## src/rtl/fir_tap_sequencer.sv

```systemverilog
// fir_tap_sequencer: per-sample controller for one equalizer band's serial FIR.
// For each accepted sample it strobes the delay-line shift, sweeps the tap
// index across every slot with the accumulator enabled, waits for the MAC
// pipeline to settle and then holds a result-valid handshake until taken.
// All outputs come straight from flops; next values are decoded from the
// next state so the registered outputs line up with the state they describe.

module fir_tap_sequencer #(
  parameter int NUM_TAPS    = 64,
  parameter int CNT_W       = 6,
  parameter int MAC_LATENCY = 2
) (
  input  logic             clk,
  input  logic             rst_n,
  input  logic             sample_valid,
  output logic             sample_ready,
  output logic             phase_0,
  output logic [CNT_W-1:0] current_count,
  output logic             acc_clear,
  output logic             acc_en,
  output logic             out_valid,
  input  logic             out_ready,
  output logic             busy,
  output logic             overrun,
  input  logic             clear_overrun
);

  // Drain counter is sized for at least one bit so a zero-latency build
  // still elaborates; the DRAIN state is simply never entered then.
  localparam int LAT_W = (MAC_LATENCY > 1) ? $clog2(MAC_LATENCY) : 1;
  localparam logic [CNT_W-1:0] LAST_TAP   = CNT_W'(NUM_TAPS - 1);
  localparam logic [LAT_W-1:0] LAST_DRAIN = LAT_W'((MAC_LATENCY > 0) ? (MAC_LATENCY - 1) : 0);

  typedef enum logic [2:0] {
    ST_IDLE  = 3'd0,
    ST_SHIFT = 3'd1,
    ST_MAC   = 3'd2,
    ST_DRAIN = 3'd3,
    ST_HOLD  = 3'd4
  } state_t;

  state_t           state_r;
  state_t           state_s;
  logic [LAT_W-1:0] drain_cnt_r;
  logic [LAT_W-1:0] drain_cnt_s;

  logic             sample_ready_s;
  logic             phase_0_s;
  logic [CNT_W-1:0] count_s;
  logic             acc_clear_s;
  logic             acc_en_s;
  logic             out_valid_s;
  logic             busy_s;
  logic             overrun_s;
  logic             overrun_set_s;

  // State and drain-cycle counter; reset lands in IDLE with the counter cleared.
  always_ff @(posedge clk or negedge rst_n) begin
    if (!rst_n) begin
      state_r     <= ST_IDLE;
      drain_cnt_r <= {LAT_W{1'b0}};
    end else begin
      state_r     <= state_s;
      drain_cnt_r <= drain_cnt_s;
    end
  end

  // Next-state decode; the sweep ends on the cycle that presents the last tap.
  always_comb begin
    state_s = state_r;
    case (state_r)
      ST_IDLE: begin
        if (sample_valid && sample_ready) state_s = ST_SHIFT;
        else                              state_s = ST_IDLE;
      end
      ST_SHIFT: state_s = ST_MAC;
      ST_MAC: begin
        if (current_count == LAST_TAP) begin
          if (MAC_LATENCY == 0) state_s = ST_HOLD;
          else                  state_s = ST_DRAIN;
        end else begin
          state_s = ST_MAC;
        end
      end
      ST_DRAIN: begin
        if (drain_cnt_r == LAST_DRAIN) state_s = ST_HOLD;
        else                           state_s = ST_DRAIN;
      end
      ST_HOLD: begin
        if (out_ready) state_s = ST_IDLE;
        else           state_s = ST_HOLD;
      end
      default: state_s = ST_IDLE;
    endcase
  end

  // Next output values, decoded from the state being entered.
  always_comb begin
    sample_ready_s = (state_s == ST_IDLE);
    busy_s         = (state_s != ST_IDLE);
    phase_0_s      = (state_s == ST_SHIFT);
    acc_en_s       = (state_s == ST_MAC);
    out_valid_s    = (state_s == ST_HOLD);

    // The tap index only advances while staying in MAC, so it starts at 0
    // on entry and never passes the last tap.
    if ((state_r == ST_MAC) && (state_s == ST_MAC)) count_s = current_count + {{(CNT_W-1){1'b0}}, 1'b1};
    else                                            count_s = {CNT_W{1'b0}};

    acc_clear_s = (state_s == ST_MAC) && (count_s == {CNT_W{1'b0}});

    if ((state_r == ST_DRAIN) && (state_s == ST_DRAIN)) drain_cnt_s = drain_cnt_r + {{(LAT_W-1){1'b0}}, 1'b1};
    else                                                drain_cnt_s = {LAT_W{1'b0}};

    // A sample offered while not ready is dropped; setting beats clearing.
    overrun_set_s = sample_valid && !sample_ready;
    if (overrun_set_s)      overrun_s = 1'b1;
    else if (clear_overrun) overrun_s = 1'b0;
    else                    overrun_s = overrun;
  end

  // Output registers; only sample_ready comes out of reset high.
  always_ff @(posedge clk or negedge rst_n) begin
    if (!rst_n) begin
      sample_ready  <= 1'b1;
      phase_0       <= 1'b0;
      current_count <= {CNT_W{1'b0}};
      acc_clear     <= 1'b0;
      acc_en        <= 1'b0;
      out_valid     <= 1'b0;
      busy          <= 1'b0;
      overrun       <= 1'b0;
    end else begin
      sample_ready  <= sample_ready_s;
      phase_0       <= phase_0_s;
      current_count <= count_s;
      acc_clear     <= acc_clear_s;
      acc_en        <= acc_en_s;
      out_valid     <= out_valid_s;
      busy          <= busy_s;
      overrun       <= overrun_s;
    end
  end

endmodule

```

## config.mk

```make
export PLATFORM = sky130hd
export DESIGN_NAME = fir_tap_sequencer
export DESIGN_NICKNAME = d
export VERILOG_FILES = /design/src/rtl/fir_tap_sequencer.sv
export SDC_FILE = /design/constraint.sdc
export NUM_CORES = 1
export LEC_CHECK = 0
export CORE_MARGIN = 2
export CORE_UTILIZATION = 44
export CTS_BUF_LIST = sky130_fd_sc_hd__clkbuf_8
export DETAILED_ROUTE_END_ITERATION = 10
export PLACE_DENSITY = 0.75
export SYNTH_ARGS = -nofsm -noshare
export SYNTH_HDL_FRONTEND = slang
export SYNTH_SLANG_ARGS = --single-unit
```

## constraint.sdc

```tcl
create_clock -name clk -period 1.2 [get_ports clk]
set_input_delay 0.12 -clock clk [delete_from_list [all_inputs] [get_ports clk]]
set_output_delay 0.12 -clock clk [all_outputs]
set_load 0.05 [all_outputs]
```

==> results of run 1 <==
metal layers:
metal,vias to the layer above,part of all wire (%),track usage [%]
met5,-,0,0
met4,0,2.4,12.73
met3,5,3.2,3.673
met2,15,51,29.57
met1,317,44,24.20
li1,297,-,-
Yosys cell counts (2+ instances only):
master / n
dfrtp_1: 16
inv_1: 5
nand2_1: 3
nand2b_1: 3
nand3_1: 5
nor2_1: 10
nor3_1: 2
o31ai_1: 3
or2_2: 2
xnor2_1: 2
xor2_1: 2
report_power, final:
part           switching, W  total (W)  internal [W]
Clock              0.000189   0.000416      0.000227
Sequential         0.000214    0.00101      0.000798
Combinational       0.00105    0.00202      0.000970
final timing paths:
kind,startpoint,end,slack (ns),depth (start not counted)
setup / recovery,current_count[3],acc_clear,-0.02,4
hold / removal,rst_n,state_r[1],0.18,2
setup reg to reg,current_count[3],acc_clear,-0.02,4
hold reg to reg,drain_cnt_r,drain_cnt_r,0.47,1
max in group asynchronous,rst_n,sample_ready,0.77,2
min in group clk,clear_overrun,overrun,0.44,2
per-stage QoR:
stage	util, %	worst slack [ns]	setup TNS (ns)	hold WS [ns]	std cells
detailed placement	74.14	-0.01682	-0.01682	0.4542	109
floorplan	-	-0.1265	-0.2616	-0.1756	69
CTS	78.08	-0.02888	-0.02888	0.1864	115
global placement	74.14	0.01547	0	0.4473	109
finish	78.74	-0.02012	-0.02012	0.1808	116
global route	78.74	-0.07010	-0.07010	0.2285	116
repair_timing:
item	4_1_cts	5_1_grt
setup endpoints to repair	2	4
setup buffers	2	1
gates resized for setup	0	1
logic make-up after synthesis:
family,after synthesis,synth area share (%)
xor+xnor,4,4.820
fa+ha+maj,1,1.721
simple gates,32,22.72
buf+inv,6,3.270
compound gates,9,8.778
flops,17,58.69
area by class of cell:
type	instances	area, µm²
sequential	17	432.9
timing repair buffer	28	382.9
fill	95	324.1
multi-input combinational	46	300.3
clock buffer	3	41.29
tap	16	20.02
inverter	5	18.77
clock inverter	1	3.754
==> results.toml, run 1 <==
[status]
status = "finished, violations left"
violations = "setup timing"

[worst_setup_path]
path_buf_inv = 0
crit_path_max_incr_delay_ns = 0.43
crit_chain = "or3_1 > nand2_1 > a31oi_1 > o31ai_1"
worstSetupPathType = "flop to flop"
cpMaxStageDelayCell = "dfrtp_2"
arrival_ns = 1.38
crit_path_start_kind = "flop"
crit_required_ns = 1.36
cp-end-kind = "flop"
crit_fanout = 4
crit_family = "simple AND/OR/NAND/NOR gates"

[clock_tree]
postCtsHoldBufs = 0
cts_max_level = 1
cts_buffer_depth = 2
root_buffer = "clkbuf_8"
cts.sinks = 17
cts_tree = "built"
numCtsBuffers = 3
clk_latency_ns = 0.25
clk_pin_slew_ns = 0.06

[synth]
yosys_warnings = 0
synth_cell_types = 27
synthCells = 69
ys_seq_elements = 17
synth_nets = 75
ys_seq_area_share_pct = 58.69
synth_edf_count = 0
syn_area_per_cell_um2 = 10.54
ys_top_cells_by_area = "dfrtp_1 (55%), nor2_1 (5.2%), dfstp_2 (3.6%)"
synth_flop_cell = "dfrtp_1"
synth_top_area_share_pct = 55.08
syn_area_um2 = 726.9
synthArstFlopShare_pct = 100.0
synth_top_area_cell = "dfrtp_1"

[power]
leakagePower_nw = 0.5542
power.total_w = 0.003444
powerDensity_nw_per_um2 = 2870
peakVddDrop_mv = 1.776

[placement]
io_buffer_count = 17
placed_area_um2 = 1130
dp_hpwl_um = 1125
place_congestion = 0.8174

[sta]
hold_viol_final = 0
clock.fmax_mhz = 819.6
fin_ws_ns = -0.02012
setup-violations-final = 1
grt_setup_unrepaired = "true"
slew_headroom_pct = 80.92
slew_viol_final = 0
clock_skew_ns = 0.0009622
final.min_clock_period_ns = 1.220
fin_crit_sh_pct = 101.7
tightestPinTransition_ns = 0.2862

[job]
cap_viol_max_count = 0

[die]
row_count = 14
die_h_um = 44.65
dieArea_um2 = 1993
io_pins = 18
dieWidth_um = 44.65
start_util_pct = 47.70
core_area_um2 = 1524

[finish]
regMostFlops = "current_count"
final_common_cell = "buf_12"
layout.nets = 107
final_cell_mix = "buf_12 (13), dfrtp_1 (11), buf_4 (11), nor2_1 (9), inv_1 (6)"
largest_reg_flops = 6
finish.instance_area_um2 = 1200
diodes = 0
layout-drive-gt1-share_pct = 41.00
top_regs = "current_count: 6 flops, state_r: 3 flops"
area_growth_pct = 65.06

[grt]
gr-total-overflow = 0
track_usage_pct = 19.13
grt_start_max_net_pins = 18
grt_pass1_vias = 588
antenna_found_initial = 0
grt_pass1_wl_um = 2622

[route]
ant_nets = 0
drt_wl_total_um = 1578
route.detailed.drc = 0
dr.pass1.iters = 4
routedWlPerCell_um = 13.60
drtIter0Drc = 12
routed_via_density = 5.466
vias = 634

[worst_hold_path]
hp-class = "primary input to asynchronous set/reset pin"
(Power assumes the default switching activity.)
==> inputs of run 2 (changes only) <==
MAX_ROUTING_LAYER = met4   (was not set)
==> run 2 against run 1 <==
  * Largest cell class unchanged
  * Via count shrank 1.7%
  * Clock skew barely moved
  * Maximum frequency grew 0.15%
  * Non-clock buffer count stayed put
  * Core utilization did not move
  * Final area did not move
  * Critical path depth did not move
  * Worst hold slack lost 0.0014 ns
  * Combinational power hardly changed
  * Flip-flop and latch count stayed put
  * The flow still finishes with violations (setup timing)
  * Cell count stayed put
==> results.toml, run 2 (synthesized netlist as in run 1, its figures left out) <==
[status]
status = "finished, violations left"
violations = "setup timing"

[worst_setup_path]
crit_chain = "or3_1 > nand2_1 > a31oi_1 > o31ai_1"
arrival_ns = 1.38
path_buf_inv = 0
cp-end-kind = "flop"
crit_required_ns = 1.36
cpMaxStageDelayCell = "dfrtp_2"
crit_family = "simple AND/OR/NAND/NOR gates"
crit_path_start_kind = "flop"
crit_path_max_incr_delay_ns = 0.43
worstSetupPathType = "flop to flop"
crit_fanout = 4

[die]
die_h_um = 44.65
dieArea_um2 = 1993
dieWidth_um = 44.65
io_pins = 18
core_area_um2 = 1524
row_count = 14
start_util_pct = 47.70

[power]
peakVddDrop_mv = 1.776
power.total_w = 0.003439
leakagePower_nw = 0.5542
powerDensity_nw_per_um2 = 2866

[placement]
dp_hpwl_um = 1125
place_ws_ns = -0.01682
place_congestion = 0.8295
io_buffer_count = 17
dp.cells = 109

[finish]
layout-drive-gt1-share_pct = 41.00
largest_reg_flops = 6
final_common_cell = "buf_12"
regMostFlops = "current_count"
instances_no_fill = 116
top_regs = "current_count: 6 flops, state_r: 3 flops"
utilization_pct = 78.74
layout.nets = 107
final_cell_mix = "buf_12 (13), dfrtp_1 (11), buf_4 (11), nor2_1 (9), inv_1 (6)"
area_growth_pct = 65.06
n_fill_cell = 95
diodes = 0

[grt]
antenna_found_initial = 0
grt_pass1_wl_um = 2628
track_usage_pct = 19.72
grt_pass1_vias = 586
gr-total-overflow = 0
grt_start_max_net_pins = 18

[route]
drtIter0Drc = 10
dr.pass1.iters = 4
ant_nets = 0
route.detailed.drc = 0
routed_via_density = 5.371
vias = 623
drt_wl_total_um = 1550
routedWlPerCell_um = 13.36

[clock_tree]
cts_buffer_depth = 2
root_buffer = "clkbuf_8"
numCtsBuffers = 3
clk_pin_slew_ns = 0.06
clk_latency_ns = 0.25
cts_tree = "built"
cts_max_level = 1
postCtsHoldBufs = 0
cts.sinks = 17

[sta]
setup_tns_ns = -0.01828
slew_viol_final = 0
hold_viol_final = 0
clock.fmax_mhz = 820.8
clock_skew_ns = 0.0006133
tightestPinTransition_ns = 0.2772
fin_ws_ns = -0.01828
grt_setup_unrepaired = "true"
slew_headroom_pct = 81.52
fin_crit_sh_pct = 101.5
setup-violations-final = 1
final.min_clock_period_ns = 1.218

[worst_hold_path]
hp-class = "primary input to asynchronous set/reset pin"

[job]
cap_viol_max_count = 0
## run 2: metrics by stage
stage                     hold WS, ns  cell area, µm²
after floorplan               -0.1756           754.5
after global placement         0.4473            1130
after detailed placement       0.4542            1130
after CTS                      0.1864            1190
after global routing           0.2285            1200
final                          0.1794            1200
## run 2: per-layer routing
metal | GRT usage, % | wire length, µm | up-vias
met5 | - | 0 | -
met4 | 12.73 | 39 | 0
met3 | 3.673 | 82 | 5
met2 | 29.57 | 791 | 17
met1 | 24.20 | 636 | 304
li1 | - | - | 297
## run 2: worst reg2reg max path: cells and delay by family, from the launching register on
family           cells  cell delay, ns
AO/OA/AOI/OAI        2            0.26
flip-flops           1            0.43
AND/OR/NAND/NOR      2            0.44
## run 2: final cells by class
cell class | instances | area (µm²) | share of cell area (%)
clock buffers | 3 | 41.29 | 3.441
clock inverters | 1 | 3.754 | 0.3128
inverters | 5 | 18.77 | 1.564
multi-input cells | 46 | 300.3 | 25.03
flip-flops and latches | 17 | 432.9 | 36.08
well taps | 16 | 20.02 | 1.668
repair buffers | 28 | 382.9 | 31.91
## run 2: what timing repair did
item,CTS,global route
buffers inserted,2,1
gates cloned,0,0
endpoints found under the setup margin,2,4
gates resized for setup,0,1
## run 2: power by group
group / switching (W) / leakage (nW) / total, W / internal, W
clock: 0.000189 / 0.0269 / 0.000416 / 0.000227
sequential: 0.000210 / 0.204 / 0.00101 / 0.000798
combinational: 0.00105 / 0.324 / 0.00202 / 0.000970
total: 0.00145 / 0.554 / 0.00344 / 0.00199
## run 2: worst paths after layout
| kind | start | endpoint | slack, ns | cells past startpoint |
|---|---|---|---|---|
| worst max-delay path | current_count[3] | acc_clear | -0.02 | 4 |
| worst min-delay path | rst_n | drain_cnt_r | 0.18 | 2 |
| worst max register to register | current_count[3] | acc_clear | -0.02 | 4 |
| worst min register to register | drain_cnt_r | drain_cnt_r | 0.47 | 1 |
| max in group asynchronous | rst_n | sample_ready | 0.78 | 2 |
| min in group clk | clear_overrun | overrun | 0.44 | 2 |
